`src/rtl/bcd_scan_display.sv`:
```
// bcd_scan_display: time-multiplexed 7-segment driver for a bank of BCD digits.
// New digits arrive through a valid/ready handshake into a pending buffer. They
// are copied into the display buffer only at a frame boundary, so a frame never
// shows a mix of old and new digits. Digits are lit one at a time, and every
// digit is followed by a blanking gap that keeps the previous digit from ghosting.
// Optional feature: define LEADING_ZERO_BLANK_EN to blank leading zeros.
module bcd_scan_display #(
    parameter int NUM_DIGITS     = 8,
    parameter int SCAN_DIV       = 1000,
    parameter int BLANK_CYC      = 50,
    parameter int SEG_ACTIVE_LOW = 1,
    parameter int AN_ACTIVE_LOW  = 1
) (
    input  logic                    clk,
    input  logic                    rstn,
    input  logic                    in_valid,
    output logic                    in_ready,
    input  logic [4*NUM_DIGITS-1:0] bcd_in,
    input  logic [NUM_DIGITS-1:0]   dp_in,
    output logic [NUM_DIGITS-1:0]   an,
    output logic [6:0]              seg,
    output logic                    dp,
    output logic                    frame_done
);

    localparam int CNT_MAX = (SCAN_DIV > BLANK_CYC) ? SCAN_DIV : BLANK_CYC;
    localparam int CNT_W   = (CNT_MAX > 1) ? $clog2(CNT_MAX) : 1;
    localparam int IDX_W   = $clog2(NUM_DIGITS);

    localparam logic [CNT_W-1:0] SCAN_LAST  = CNT_W'(SCAN_DIV - 1);
    localparam logic [CNT_W-1:0] BLANK_LAST = CNT_W'(BLANK_CYC - 1);
    localparam logic [IDX_W-1:0] IDX_LAST   = IDX_W'(NUM_DIGITS - 1);

    localparam logic [0:0] ST_ON    = 1'b0;
    localparam logic [0:0] ST_BLANK = 1'b1;

    localparam logic [NUM_DIGITS-1:0] AN_OFF  = (AN_ACTIVE_LOW != 0) ? {NUM_DIGITS{1'b1}} : {NUM_DIGITS{1'b0}};
    localparam logic [6:0]            SEG_OFF = (SEG_ACTIVE_LOW != 0) ? 7'h7F : 7'h00;
    localparam logic                  DP_OFF  = (SEG_ACTIVE_LOW != 0);

    typedef logic [NUM_DIGITS-1:0][3:0] digits_t;

    // Active-high segment pattern {g,f,e,d,c,b,a}; codes 10-15 are dark.
    function automatic logic [6:0] seg_decode(input logic [3:0] d);
        logic [6:0] s;
        case (d)
            4'd0:    s = 7'h3F;
            4'd1:    s = 7'h06;
            4'd2:    s = 7'h5B;
            4'd3:    s = 7'h4F;
            4'd4:    s = 7'h66;
            4'd5:    s = 7'h6D;
            4'd6:    s = 7'h7D;
            4'd7:    s = 7'h07;
            4'd8:    s = 7'h7F;
            4'd9:    s = 7'h6F;
            default: s = 7'h00;
        endcase
        return s;
    endfunction

    logic [0:0]            st_q, st_d;
    logic [CNT_W-1:0]      cnt_q, cnt_d;
    logic [IDX_W-1:0]      idx_q, idx_d;
    digits_t               disp_q, disp_d, pend_q, pend_d;
    logic [NUM_DIGITS-1:0] disp_dp_q, disp_dp_d, pend_dp_q, pend_dp_d;
    logic                  pending_q, pending_d;
    logic [NUM_DIGITS-1:0] an_q, an_d;
    logic [6:0]            seg_q, seg_d;
    logic                  dp_q, dp_d;
    logic                  frame_done_q, frame_done_d;

    logic                  boundary;
    logic                  swap;
    logic                  accept;
    logic                  digit_blank;
    logic [NUM_DIGITS-1:0] an_onehot;
    logic [6:0]            seg_raw;
    digits_t               bcd_digits;

    // Split the flat input bus into per-digit nibbles.
    for (genvar gi = 0; gi < NUM_DIGITS; gi++) begin : g_unpack
        assign bcd_digits[gi] = bcd_in[4*gi +: 4];
    end

`ifdef LEADING_ZERO_BLANK_EN
    // A zero digit is blanked when no nonzero digit sits above it; digit 0 always shows.
    function automatic logic [NUM_DIGITS-1:0] lz_mask(input digits_t d);
        logic [NUM_DIGITS-1:0] m;
        logic                  seen;
        m    = '0;
        seen = 1'b0;
        for (int i = NUM_DIGITS - 1; i >= 1; i--) begin
            if (d[i] != 4'd0) begin
                seen = 1'b1;
            end
            m[i] = ~seen;
        end
        return m;
    endfunction

    localparam logic [NUM_DIGITS-1:0] BLANK_RST = {{(NUM_DIGITS-1){1'b1}}, 1'b0};

    logic [NUM_DIGITS-1:0] blank_q, blank_d;

    // Leading-zero mask follows the display buffer and is recomputed only on a swap.
    always_comb begin
        blank_d = swap ? lz_mask(pend_q) : blank_q;
    end

    // Mask register; the reset value matches an all-zero display buffer.
    always_ff @(posedge clk or negedge rstn) begin
        if (!rstn) begin
            blank_q <= BLANK_RST;
        end else begin
            blank_q <= blank_d;
        end
    end

    assign digit_blank = blank_d[idx_d];
`else
    assign digit_blank = 1'b0;
`endif

    // Scan sequencer: ON/BLANK timing, digit index, and frame boundary detection.
    always_comb begin
        st_d     = st_q;
        cnt_d    = cnt_q + 1'b1;
        idx_d    = idx_q;
        boundary = 1'b0;
        if (st_q == ST_ON) begin
            if (cnt_q == SCAN_LAST) begin
                st_d  = ST_BLANK;
                cnt_d = '0;
            end
        end else begin
            if (cnt_q == BLANK_LAST) begin
                st_d     = ST_ON;
                cnt_d    = '0;
                boundary = (idx_q == IDX_LAST);
                idx_d    = (idx_q == IDX_LAST) ? '0 : idx_q + 1'b1;
            end
        end
    end

    assign accept   = in_valid & ~pending_q;
    assign swap     = boundary & pending_q;
    assign in_ready = ~pending_q;

    // Buffers: accept into pending, move pending to display at a frame boundary.
    always_comb begin
        pend_d    = accept ? bcd_digits : pend_q;
        pend_dp_d = accept ? dp_in : pend_dp_q;
        disp_d    = swap ? pend_q : disp_q;
        disp_dp_d = swap ? pend_dp_q : disp_dp_q;
        pending_d = pending_q;
        if (accept) begin
            pending_d = 1'b1;
        end else if (swap) begin
            pending_d = 1'b0;
        end
    end

    // Output drive is computed from next-state values so pins change with st/idx.
    always_comb begin
        an_onehot        = '0;
        an_onehot[idx_d] = 1'b1;
        seg_raw          = digit_blank ? 7'h00 : seg_decode(disp_d[idx_d]);
        an_d             = AN_OFF;
        seg_d            = SEG_OFF;
        dp_d             = DP_OFF;
        frame_done_d     = boundary;
        if (st_d == ST_ON) begin
            an_d  = (AN_ACTIVE_LOW != 0) ? ~an_onehot : an_onehot;
            seg_d = (SEG_ACTIVE_LOW != 0) ? ~seg_raw : seg_raw;
            dp_d  = (SEG_ACTIVE_LOW != 0) ? ~disp_dp_d[idx_d] : disp_dp_d[idx_d];
        end
    end

    // State, buffers and registered outputs; reset discards any pending data.
    always_ff @(posedge clk or negedge rstn) begin
        if (!rstn) begin
            st_q         <= ST_BLANK;
            cnt_q        <= '0;
            idx_q        <= IDX_LAST;
            disp_q       <= '0;
            disp_dp_q    <= '0;
            pend_q       <= '0;
            pend_dp_q    <= '0;
            pending_q    <= 1'b0;
            an_q         <= AN_OFF;
            seg_q        <= SEG_OFF;
            dp_q         <= DP_OFF;
            frame_done_q <= 1'b0;
        end else begin
            st_q         <= st_d;
            cnt_q        <= cnt_d;
            idx_q        <= idx_d;
            disp_q       <= disp_d;
            disp_dp_q    <= disp_dp_d;
            pend_q       <= pend_d;
            pend_dp_q    <= pend_dp_d;
            pending_q    <= pending_d;
            an_q         <= an_d;
            seg_q        <= seg_d;
            dp_q         <= dp_d;
            frame_done_q <= frame_done_d;
        end
    end

    assign an         = an_q;
    assign seg        = seg_q;
    assign dp         = dp_q;
    assign frame_done = frame_done_q;

endmodule
```
`config.mk`:
```
export PLATFORM = sky130hd
export DESIGN_NAME = bcd_scan_display
export DESIGN_NICKNAME = d
export VERILOG_FILES = /design/src/rtl/bcd_scan_display.sv
export SDC_FILE = /design/constraint.sdc
export NUM_CORES = 1
export LEC_CHECK = 0
export ABC_CLOCK_PERIOD_IN_PS = 4300
export CAP_MARGIN = 10
export CORE_AREA = 3 3 102 104
export DETAILED_ROUTE_END_ITERATION = 8
export DIE_AREA = 0 0 105 107
export PLACE_DENSITY = 0.85
export SLEW_MARGIN = 20
export SYNTH_ARGS = -nofsm -noshare
export SYNTH_HDL_FRONTEND = slang
export SYNTH_SLANG_ARGS = --single-unit
```
`constraint.sdc`:
```
create_clock -name clk -period 4.3 [get_ports clk]
set_input_delay 0.86 -clock clk [delete_from_list [all_inputs] [get_ports clk]]
set_output_delay 0.86 -clock clk [all_outputs]
set_load 0.005 [all_outputs]
```
==> results by group <==
Worst setup path
  • Crit path top cell by count: nor3_1
  • Worst Setup End Kind: register
  • Number of buffers and inverters on the critical path: 3
  • Reg2Reg Depth: 12
  • FF-to-FF Start: st_q$_DFF_PN1_
  • Critical Path Start: st_q$_DFF_PN1_
  • Critical Path, Cell by Cell: or4b_4 -> nor3_1 -> mux2i_1 -> clkinv_1 -> buf_4 -> a21oi_1 -> o21ai_0 -> o311ai_1 -> inv_1 -> ha_1 -> and4_1 -> nor3_1
  • WS Path Type: register to register
  • Critical Path Fanout Max: 8
  • Required time of the critical path: 4.60 ns
  • RR Endpoint: seg[4]$_DFF_PN1_
  • Critical Path Source Type: register
  • Flop-to-flop setup slack: 0.42 ns
  • Max incr delay on CP: 0.57 ns
  • Slowest CP cell: dfstp_2
  • CP delay by family, top: simple AND/OR/NAND/NOR gates
  • Worst path arrival time: 4.18 ns

Worst hold path
  • Hold Startpoint: disp_q[0]$_DFF_PN0_
  • WHS Endpoint: disp_q[0]$_DFF_PN0_
  • Worst Hold Class: register to register
  • Hold path depth: 2

Timing
  • Minimum clock period: 3.879 ns
  • Final TNS setup: 0 ns
  • Worst hold margin: 0.4775 ns
  • Slew @ Worst Pin: 0.7610 ns
  • RSZ-0062 raised after global routing: no
  • Final setup fails: 0
  • Maximum clock frequency: 0.2578 GHz
  • Number of max-slew violations in the final report: 0
  • Relative slew slack: 48.80%
  • Crit share post-route: 90.20%
  • PnR worst setup slack: 0.4214 ns
  • Worst clock skew: 0.01238 ns
  • Final hold violation count: 0

Synth
  • Synth cell count leaders: 149 x nand2_1, 92 x dfrtp_1, 45 x mux2_2
  • Count leader, synth: nand2_1
  • Yosys warns: 0
  • Synth Flop Type: dfrtp_1
  • Syn Nets: 575
  • Syn Area/Cell: 10.21 µm²
  • Area contributors post-synth: dfrtp_1 43%, nand2_1 10%, dfstp_2 9.8%
  • Cell area after synthesis: 5340 µm²
  • Number of flops mapped to enable cells by yosys: 0
  • Post-synthesis async set-or-reset flop share: 100.0%
  • Seq/Total Area, Yosys: 52.95%
  • #FFs+latches synth: 112
  • Post-synth top area share: 43.11%
  • Synth area leader: dfrtp_1
  • Unique masters post-synth: 53
  • Cell count after synthesis: 523

CTS
  • CTS sink cnt: 112
  • Clk pin slew, worst setup/hold paths: 0.10 ns
  • CTS tree: yes
  • CTS max path bufs: 2
  • Worst-Skew Late Latency: 0.38 ns
  • Setup repair bufs after CTS: 0
  • Cts bufs inserted: 9
  • Root buf cell: clkbuf_8
  • Post_cts resized: 0
  • Post-CTS Hold Buffers: 0
  • CTS H-tree lvls: 3

Detailed routing
  • Routed vias: 4053
  • DR vias/cell: 5.629
  • 1st-iter DRT viols: 301
  • Post-route ant nets: 0
  • DRC errors left: 0
  • WL final: 11560 µm
  • First-pass DRT Iterations: 5
  • Wire length per cell: 16.05 µm

Power
  • Pwr Total: 1.842 mW
  • Combinational fraction of design power: 5.5%
  • Clock Power Share: 33.4%
  • P_leak: 2.777 nW
  • VDD IR max: 0.2845 mV
  • Switching Fraction: 23.82%
  • Cell Pwr Density: 292.5 nW/µm²
  • Net Sw Power: 0.4387 mW
  • Part of the power in registers: 61.2%
  • Int Pwr: 1.403 mW

Floorplanning
  • IO Count: 61
  • Die X: 105 µm
  • Site Rows: 36
  • Starting density of the core: 55.40%
  • Die ar.: 11240 µm²
  • Core Box Area: 9639 µm²
  • Die Span Y: 107 µm

Global routing
  • Antenna violations before repair: 0
  • GR Overflow Total: 0
  • Routing usage on met2: 35.84%
  • Vias in the first global route: 4032
  • First-pass GRT wire length: 19060 µm
  • Top Usage Layer GRT: met2
  • GRT Overall Usage: 21.29%
  • Largest net degree at the start of global routing: 49
  • GR met3 Demand/Resource: 5.659%
  • GR Util met1: 26.49%

Place
  • # placed instances: 703
  • Placement-stage worst setup slack: 0.4801 ns
  • Detail Placement HPWL: 8416 µm
  • Placer congestion estimate: 0.8769
  • PortBufs: 60

Layout
  • Fin cells: 720
  • Syn-to-layout area delta: 17.90%
  • Nets: 634
  • Antenna Cells: 0
  • Filler cell count: 764
  • Layout cell share with drive strength beyond 1: 17.55%

Outcome
  • Status: finished clean

Job
  • Maxcap violations: 0
layer usage:
layer / up-vias / share of wire (%)
met5: - / 0
met4: 0 / 2.2
met3: 28 / 5.3
met2: 126 / 50
met1: 2016 / 42
li1: 1883 / -
logic make-up (layout without fill, tap and decap cells):
logic type / after synthesis / count (layout) / synth area share, %
compound gates: 52 / 52 / 6.069
fa+ha+maj: 9 / 9 / 2.109
flops: 112 / 112 / 52.95
simple gates: 230 / 230 / 19.33
mux: 73 / 73 / 14.74
buf+inv: 38 / 102 / 3.327
xor+xnor: 9 / 9 / 1.476
power by group through the flow:
stage / registers, mW / clock network [mW] / logic [mW]
final: 1.13 / 0.614 / 0.101
after global routing: 1.13 / 0.668 / 0.111
after CTS: 1.13 / 0.627 / 0.104
after detailed placement: 1.15 / 0 / 0.103
after global placement: 1.14 / 0 / 0.0989
after floorplan: 1.13 / 0 / 0.0386
worst min-delay path, stage by stage, from the launching register on:
cell and delay, ns:
dfrtp_1 0.34, nand2_1 0.06, nand2_1 0.05
flip-flops by register name (all words and copies together) (netlist names):
signal	cells
disp_q	32
pend_q	32
cnt_q	10
an	8
disp_dp_q	8
pend_dp_q	8
seg	7
idx_q	3
dp	1
frame_done	1
pending_q	1
st_q	1
layout make-up:
type | count | area [µm²] | area share, %
flip-flops and latches | 112 | 2828 | 44.91
multi-input cells | 373 | 2342 | 37.20
repair buffers | 73 | 715.7 | 11.37
well taps | 133 | 166.4 | 2.643
clock buffers | 10 | 137.6 | 2.186
clock inverters | 6 | 57.56 | 0.9141
inverters | 13 | 48.80 | 0.7750
worst max-delay path by stage:
stage                       end  slack, ns  depth (start not counted)
2_1_floorplan  seg[4]$_DFF_PN1_       1.08                         12
6_report       seg[4]$_DFF_PN1_       0.42                         12
4_1_cts        seg[4]$_DFF_PN1_       0.43                         12
5_1_grt        seg[4]$_DFF_PN1_       0.12                         13
3_3_place_gp   seg[4]$_DFF_PN1_       0.64                          9
3_5_place_dp   seg[4]$_DFF_PN1_       0.48                         12
stage by stage:
step | utilization (%) | cell area, µm²
5_1_grt | 65.32 | 6296
3_5_place_dp | 63.01 | 6073
4_1_cts | 65.03 | 6269
2_1_floorplan | - | 5340
6_report | 65.32 | 6296
3_3_place_gp | 63.01 | 6073
placed cells by master, fill, tap and decap left out, drive strengths merged, types with 3 or more instances in the layout:
cell and instances:
inv 14, nand4 3, and3 4, mux2i 28
a22oi 4, and4 3, xnor2 4, a21boi 5
clkbuf 10, o21ai 22, dfstp 20, nand3 8
dfrtp 92, nor2 27, a21oi 8, mux2 45
nand2b 8, clkdlybuf4s50 59, clkinv 3, ha 9
and2 3, o22ai 3, buf 14, nor3 12
xor2 5, nand2 149
Note: power is estimated with default switching activity, not from simulation.
